`src/rtl/pipe_stage_reg.sv`:
```
// pipe_stage_reg: two-entry skid-buffer pipeline register.
// Ports:
//   clk, reset (async, active-low), flush (sync discard)
//   in_valid/in_ready/in_pc/in_a3/in_data    : upstream beat
//   out_valid/out_ready/out_pc/out_a3/out_data : downstream beat
//   occupancy : number of beats held (0..2)
module pipe_stage_reg #(
    parameter int          DATA_W   = 32,
    parameter int          NUM_CH   = 7,
    parameter int          A3_W     = 5,
    parameter logic [31:0] RESET_PC = 32'h0000_3000
) (
    input  logic                     clk,
    input  logic                     reset,
    input  logic                     flush,
    input  logic                     in_valid,
    output logic                     in_ready,
    input  logic [31:0]              in_pc,
    input  logic [A3_W-1:0]          in_a3,
    input  logic [NUM_CH*DATA_W-1:0] in_data,
    output logic                     out_valid,
    input  logic                     out_ready,
    output logic [31:0]              out_pc,
    output logic [A3_W-1:0]          out_a3,
    output logic [NUM_CH*DATA_W-1:0] out_data,
    output logic [1:0]               occupancy
);

    localparam int PW = NUM_CH * DATA_W;

    logic            main_v_q,    main_v_d;
    logic [31:0]     main_pc_q,   main_pc_d;
    logic [A3_W-1:0] main_a3_q,   main_a3_d;
    logic [PW-1:0]   main_data_q, main_data_d;
    logic            skid_v_q,    skid_v_d;
    logic [31:0]     skid_pc_q,   skid_pc_d;
    logic [A3_W-1:0] skid_a3_q,   skid_a3_d;
    logic [PW-1:0]   skid_data_q, skid_data_d;
    logic            rdy_q,       rdy_d;
    logic            acc;
    logic            cons;

    always_comb begin
        main_v_d    = main_v_q;
        main_pc_d   = main_pc_q;
        main_a3_d   = main_a3_q;
        main_data_d = main_data_q;
        skid_v_d    = skid_v_q;
        skid_pc_d   = skid_pc_q;
        skid_a3_d   = skid_a3_q;
        skid_data_d = skid_data_q;
        acc         = in_valid & rdy_q;
        cons        = main_v_q & out_ready;
        if (flush) begin
            main_v_d    = 1'b0;
            skid_v_d    = 1'b0;
            main_pc_d   = RESET_PC;
            main_a3_d   = '0;
            main_data_d = '0;
        end else if (!main_v_q || cons) begin
            // Skid holds the older beat, so it wins the refill.
            // in_ready is low whenever skid is full, so no accept
            // can collide with this move.
            if (skid_v_q) begin
                main_v_d    = 1'b1;
                main_pc_d   = skid_pc_q;
                main_a3_d   = skid_a3_q;
                main_data_d = skid_data_q;
                skid_v_d    = 1'b0;
            end else if (acc) begin
                main_v_d    = 1'b1;
                main_pc_d   = in_pc;
                main_a3_d   = in_a3;
                main_data_d = in_data;
            end else begin
                // Payload holds its last value; only valid drops.
                main_v_d = 1'b0;
            end
        end else if (acc) begin
            skid_v_d    = 1'b1;
            skid_pc_d   = in_pc;
            skid_a3_d   = in_a3;
            skid_data_d = in_data;
        end
        // Registered ready: no path from out_ready to in_ready.
        rdy_d = ~skid_v_d;
    end

    always_ff @(posedge clk or negedge reset) begin
        if (!reset) begin
            main_v_q    <= 1'b0;
            main_pc_q   <= RESET_PC;
            main_a3_q   <= '0;
            main_data_q <= '0;
            skid_v_q    <= 1'b0;
            skid_pc_q   <= '0;
            skid_a3_q   <= '0;
            skid_data_q <= '0;
            rdy_q       <= 1'b1;
        end else begin
            main_v_q    <= main_v_d;
            main_pc_q   <= main_pc_d;
            main_a3_q   <= main_a3_d;
            main_data_q <= main_data_d;
            skid_v_q    <= skid_v_d;
            skid_pc_q   <= skid_pc_d;
            skid_a3_q   <= skid_a3_d;
            skid_data_q <= skid_data_d;
            rdy_q       <= rdy_d;
        end
    end

    assign in_ready  = rdy_q;
    assign out_valid = main_v_q;
    assign out_pc    = main_pc_q;
    assign out_a3    = main_a3_q;
    assign out_data  = main_data_q;
    assign occupancy = {1'b0, main_v_q} + {1'b0, skid_v_q};

endmodule
```
`config.mk`:
```
export PLATFORM = sky130hd
export DESIGN_NAME = pipe_stage_reg
export DESIGN_NICKNAME = d
export VERILOG_FILES = /design/src/rtl/pipe_stage_reg.sv
export SDC_FILE = /design/constraint.sdc
export NUM_CORES = 1
export LEC_CHECK = 0
export ABC_AREA = 1
export CAP_MARGIN = 25
export CORE_UTILIZATION = 44
export DETAILED_ROUTE_END_ITERATION = 7
export GPL_TIMING_DRIVEN = 0
export PLACE_DENSITY = 0.71
export SLEW_MARGIN = 20
export SYNTH_ARGS = -nofsm -noshare
export SYNTH_HDL_FRONTEND = slang
export SYNTH_SLANG_ARGS = --single-unit
```
`constraint.sdc`:
```
create_clock -name clk -period 1.6 [get_ports clk]
set_input_delay 0.32 -clock clk [delete_from_list [all_inputs] [get_ports clk]]
set_output_delay 0.32 -clock clk [all_outputs]
set_load 0.01 [all_outputs]
```
==> impl_results.md, run 1 <==
* Initial Utilization at between 40% and 50%
* Std-Cell Rows at 84
* Power per Cell Area at ~1100 nW/um2
* Top cells by area, synth: dfrtp_1 56%, nand2_1 34%, a21oi_1 5.6%, buf_2 2.0%, clkbuf_1 1.1%
* Total Neg Setup Slack at -1.30 ns
* Hold WS at -0.366 ns
* Synthesized cell area at around 23,000 um2
* Global-route wire length before repair at approximately 120 mm
* Util after Layout at between 60% and 70%
* Clk sinks at 525
* Critical Path AT at roughly 1.4 ns
* Syn. warnings at 0
* IO Pins at 531
* Worst setup path startpoint: skid_v_q
* Area of the core at ~52,000 um2
* Post-synth top cells: 2,092 x nand2_1, 522 x dfrtp_1, 259 x a21oi_1
* Fin cells at 4,488
* CP Data Required Time at 1.28 ns
* Top cell type's share of synthesized area at 55.9%
* Peak supply drop at roughly 0.81 mV
* Vias in the first global route at 21,056
* Setup-failing EPs final at 70
* GR Overflow Total at 0
* Nature of the critical path endpoint: primary output
* Status: complete, but fails checks
* Slew HR at a little over three fifths
* Max Fclk at 569 MHz
* Critical path buffer and inverter count at 1
* Hold Crit Class: in2async
* Worst Skew at roughly 0.012 ns
* Final hold viol count at between 80 and 90
* Post-synthesis sequential area ratio at roughly 56%
* Post-synthesis compound-gate area fraction at between 5 and 6%
* Mux contribution to synthesized area at 0%
* Worst skew pair latency at slightly above 0.6 ns
* Die height at approximately 230 um
* CP peak stage delay at about 0.45 ns
* Final period util at 110%
* Pin count of the biggest net entering global routing at 95
* #FFs+latches synth at 525
* Crit-path max FO at 2
* Post-route setup slack at -0.159 ns
* Most used DFF post-synth: dfrtp_1
* Measured slew at the worst slew-check pin at around 0.56 ns
* Cells after DPL at 4,312
* CP Cell Sequence: ha_4, buf_6
* Layout cell share with drive strength beyond 1 at 18.7%
* Syn Inst Count at about 3,100
* Most frequent cell after synthesis: nand2_1
* Adder-Cell Fraction of Synth Area at less than 1%
* Fill cell count at approximately 4,400
* GPL Wtd Cong at approximately 0.87
* CTS clk-pin slew, worst paths at ~0.06 ns
* Syn Nets at between 3,000 and 4,000
* GRT Overall Usage at ~28%
* Nets@finish at 4,009
* Vias at roughly 23,000
* Delay-heaviest family, CP: flip-flops
* Post-Synth Simple-Gate Area at 33.9%
* CTS tree: done
* Chip Width at 232 um
* Max-slew violation count at 0
* Die area at about 54,000 um2
* Initial DRC Count at about 1,800
* Xor and xnor area share after synthesis at 0%
* Worst r2r src: in_ready
* Asr flop ratio synth at 100%
* H-Tree Depth at 2
* Wirelength per Cell at ~18 um
* Max Buffers Root-to-Sink at 3
* Root buf cell: clkbuf_16
* Crit path kind: reg2out
* MaxCap Viol Count at 0
* Slowest CP cell: dfrtp_2
* Final min period at around 1.8 ns
* DRC violations left at 0
* Post-synth EDFFs at 0
* CP Launch Type: flip-flop
* Largest family of logic cells by synthesized area: simple AND/OR/NAND/NOR gates
* Initial antenna violation count at 16
* Mean cell area of the mapped netlist at between 7 and 8 um2
* Via-to-Cell Ratio at approximately 5.0
* Area delta synth->final at 45.8%
* DP HPWL at 52.5 mm
* Violated checks: hold timing, setup timing
* Unrepaired setup endpoints after global routing: yes
* Final WL at between 70 and 80 mm
* Remaining antenna violation count at 0
* Design Area, Final at between 30,000 and 40,000 um2
* CTS Buf Count at 57
* Largest area contributor in the netlist: dfrtp_1
* Dpl cell area at about 30,000 um2
* Post-synth cell types at 18
* Leakage at roughly 0.018 uW
* PortBufs at roughly 530
* Drt first pass iters at 6
## sequential cells by signal, summed over array words and instances, names as in the netlist
name / flops
in_ready: 1
skid_data_q: 224
skid_v_q: 1
skid_pc_q: 32
out_a3: 5
out_pc: 32
out_data: 224
skid_a3_q: 5
out_valid: 1
## timing repair
item	4_1_cts	5_1_grt
gates resized for setup	920	558
pin swaps	4	141
gates cloned	3	28
buffers inserted	17	12
setup endpoints to repair	787	648
endpoints found under the hold margin	85	85
## placed cells by master, fill, tap and decap left out, types with 2 or more instances in the layout
| cell type | Yosys | layout |
|---|---|---|
| a21oi_1 | 259 | 253 |
| dfstp_2 | 3 | 3 |
| clkbuf_4 | 0 | 2 |
| clkbuf_16 | 0 | 85 |
| a21oi_2 | 0 | 6 |
| clkdlybuf4s15_2 | 0 | 45 |
| nand3_1 | 2 | 2 |
| clkinv_2 | 0 | 9 |
| clkinv_4 | 0 | 2 |
| dfrtp_2 | 0 | 2 |
| clkdlybuf4s15_1 | 0 | 98 |
| inv_6 | 0 | 2 |
| inv_1 | 3 | 2 |
| clkbuf_2 | 0 | 70 |
| nor2_4 | 1 | 2 |
| nand2_8 | 0 | 2 |
| buf_12 | 0 | 20 |
| nand2_4 | 1 | 63 |
| buf_6 | 0 | 88 |
| clkbuf_1 | 66 | 33 |
| nand2_2 | 0 | 132 |
| buf_1 | 14 | 12 |
| buf_16 | 0 | 8 |
| buf_4 | 23 | 41 |
| dfrtp_1 | 522 | 520 |
| nand2_1 | 2092 | 1897 |
| clkdlybuf4s50_1 | 0 | 263 |
| bufinv_16 | 0 | 3 |
| diode_2 | 0 | 9 |
| buf_8 | 0 | 24 |
| buf_2 | 95 | 74 |
| clkbuf_8 | 0 | 17 |
| clkinvlp_4 | 0 | 3 |
## through the flow
step / setup WS [ns] / power (uW)
floorplan: 0.154 / 19600
global placement: -23.62 / 22800
detailed placement: -0.788 / 23000
CTS: -0.177 / 36400
global route: -0.187 / 38700
finish: -0.159 / 37000
## final timing paths
| check | endpoint | slack (ns) | cells after the start |
|---|---|---|---|
| max in group asynchronous | skid_data_q[39] | 0.39 | 4 |
| min reg2reg | skid_data_q[155] | 0.47 | 2 |
| min | out_data[181] | -0.37 | 1 |
| min in group clk | skid_data_q[112] | 0.26 | 3 |
| max | occupancy[0] | -0.16 | 2 |
| max reg2reg | out_data[60] | -0.08 | 8 |
## report_power, final
group	switching (uW)	leakage [uW]	internal, uW
logic	3660	0.0105	3130
clock network	5540	0.000933	7860
registers	1290	0.00673	15500
## cells by family (layout without fill, tap and decap cells)
logic type | after synthesis | in the layout
other | 0 | 9
buffers and inverters | 204 | 904
adders and majority gates | 1 | 1
DFF | 525 | 525
and+or+nand+nor | 2100 | 2101
AOI/OAI and AO/OA | 260 | 260
## worst reg2reg max path, delay by kind of cell, from the launching register on
family        cells  cell delay [ns]
buf+inv           3             0.54
flops             1             0.56
simple gates      5             0.46
## layer usage
metal / track usage [%] / routed length [um]
met1: 36.6 / 32500
met2: 45.2 / 38200
met4: 10.8 / 3010
met3: 6.34 / 6130
met5: 0 / 73
## final cells by class
| type | count | area (um2) | share of cell area [%] |
|---|---|---|---|
| well taps | 688 | 861 | 2.53 |
| clock inverters | 18 | 184 | 0.540 |
| inverters | 6 | 46.3 | 0.136 |
| plain buffers | 197 | 1980 | 5.82 |
| repair buffers | 593 | 5960 | 17.5 |
| diodes | 9 | 22.5 | 0.0662 |
| multi-input cells | 2362 | 10100 | 29.7 |
| flip-flops and latches | 525 | 13100 | 38.6 |
| clock buffers | 90 | 1720 | 5.06 |
Power figures use the tool's default switching activity.
==> run 2, diff against run 1 <==
==> constraint.sdc (replaced) <==
create_clock -name clk -period 1.6 [get_ports clk]
set_input_delay 0.16 -clock clk [delete_from_list [all_inputs] [get_ports clk]]
set_output_delay 0.16 -clock clk [all_outputs]
set_load 0.01 [all_outputs]
==> run 2 against run 1 <==
  * Total power down 3.0%
  * Largest power group unchanged
  * Non-clock buffer count down 45
  * Cell area down 5.5%
  * First-iteration DRC count decreased by 8.8%
  * Clock power hardly changed
  * Flip-flop and latch count is the same
  * Worst setup slack better by 0.13 ns
  * Fmax increased by 7.8%
  * Global-route usage decreased by 0.19 points
  * Routed wire length is 5.6% lower
  * Hold slack got worse by 0.16 ns
  * The run still ends with hold timing, setup timing left
  * Critical path type unchanged
==> impl_results.md, run 2 (synthesis gave the netlist of run 1 again) <==
* Reg2reg setup slack at -0.03 ns
* MaxCap Viol Count at 0
* GRT Overall Usage at between 20 and 30%
* Slew HR at 62.1%
* Cells after DPL at 4,312
* Hold WS at -0.525 ns
* IO Pins at 531
* Via-to-Cell Ratio at just under 5
* Std-Cell Rows at 84
* Area delta synth->final at 37.8%
* Violated checks: hold timing, setup timing
* Global-route wire length before repair at ~120 mm
* Dpl cell area at 29,600 um2
* Crit path kind: reg2out
* Reg2Reg Depth at 7
* Final min period at 1.63 ns
* Status: complete, but fails checks
* Most frequent cells in the layout: 2,090 x nand2_1, 520 x dfrtp_1, 263 x clkdlybuf4s50_1
* Max Fclk at 613 MHz
* Final hold viol count at between 200 and 300
* Drt first pass iters at 7
* Nature of the critical path endpoint: primary output
* Initial DRC Count at approximately 1,700
* Setup-failing EPs final at 38
* PortBufs at 529
* Vias at 21,873
* Reg2reg end: out_data[66]
* Nets@finish at approximately 4,000
* Pre-CTS WS at -0.628 ns
* CP Launch Type: flip-flop
* Layout cell share with drive strength beyond 1 at ~8%
* Max-slew violation count at 0
* Worst Skew at approximately 0.014 ns
* Root buf cell: clkbuf_16
* Post-route setup slack at -0.0317 ns
* Leakage at between 0.015 and 0.02 uW
* Crit-path max FO at 4
* GPL Wtd Cong at just under 0.9
* Chip Width at ~230 um
* H-Tree Depth at 2
* Hold Crit Class: in2async
* Initial antenna violation count at 20
* Unrepaired setup endpoints after global routing: yes
* Total Neg Setup Slack at -0.303 ns
* Net Switching at roughly 9900 uW
* Sw Ratio at about 28%
* Die area at 54,000 um2
* Pin count of the biggest net entering global routing at between 90 and 100
* Worst skew pair latency at ~0.61 ns
* Initial Utilization at about 45%
* Remaining antenna violation count at 0
* Peak supply drop at approximately 0.81 mV
* CP Data Required Time at 1.44 ns
* Measured slew at the worst slew-check pin at 0.569 ns
* Vias in the first global route at approximately 21,000
* Sequential share of power at 46.4%
* DP HPWL at 52.5 mm
* DRC violations left at 0
* CTS Buf Count at 57
* Power Internal at about 26,000 uW
* Clock power share at 37.1%
* CTS tree: done
* Critical Path AT at 1.47 ns
* Area of the core at approximately 52,000 um2
* GR Overflow Total at 0
* Fin cells at 4,446
* Most common cell after layout, fill and taps aside: nand2_1
* Design Area, Final at around 32,000 um2
* Final WL at ~75 mm
* Wirelength per Cell at roughly 17 um
* Gate power share at between 10% and 20%
* Max Buffers Root-to-Sink at 3
* Worst r2r src: skid_v_q
* Die height at 232 um
* CTS clk-pin slew, worst paths at 0.06 ns
* Power per Cell Area at 1120 nW/um2
* Clk sinks at around 530
* Final period util at 102%
run 2: layout make-up:
type / instances / area [um2]
sequential: 525 / 13100
buffer: 196 / 1530
tap: 688 / 861
antenna: 11 / 27.5
inverter: 6 / 32.5
multi-input combinational: 2362 / 9290
clock buffer: 90 / 1720
timing repair buffer: 549 / 5380
fill: 4767 / 20300
timing repair inverter: 1 / 6.26
clock inverter: 18 / 184
run 2: worst max-delay path by stage:
stage,startpoint,end,cells past startpoint
after CTS,skid_v_q,occupancy[0],2
after detailed placement,in_valid,skid_data_q[147],8
after floorplan,in_ready,skid_pc_q[24],7
after global routing,skid_v_q,out_data[66],7
after global placement,reset,skid_data_q[20],1
final,skid_v_q,occupancy[0],2
run 2: power groups by stage:
stage               Combinational, uW  Sequential [uW]  Clock [uW]
finish                           5900            16700       13300
global route                     6660            16900       14100
CTS                              5870            16600       13600
detailed placement               6150            16900           0
global placement                 5900            16900           0
floorplan                        2620            17000           0
run 2: worst max-delay path, stage by stage (launching register included):
cell and delay (ns):
dfrtp_2 0.48, ha_4 0.29, buf_6 0.09
run 2: through the flow:
step | utilization [%] | total power, uW
CTS | 60.4 | 36100
detailed placement | 56.5 | 23000
global placement | 56.3 | 22800
finish | 61.3 | 35900
floorplan | - | 19600
global route | 61.3 | 37700
run 2: per-layer routing:
metal / wire length (um) / vias to the layer above / global-route usage (%)
met5: 102 / - / 0
met4: 2830 / 16 / 11.9
met3: 5840 / 162 / 6.91
met2: 35300 / 709 / 44.6
met1: 31300 / 10268 / 35.8
li1: - / 10718 / -
run 2: what timing repair did:
item	4_1_cts	5_1_grt
setup endpoints to repair	787	542
pin swaps	2	2
gates resized for setup	414	163
endpoints found under the hold margin	85	85
gates cloned	2	6
setup buffers	7	2
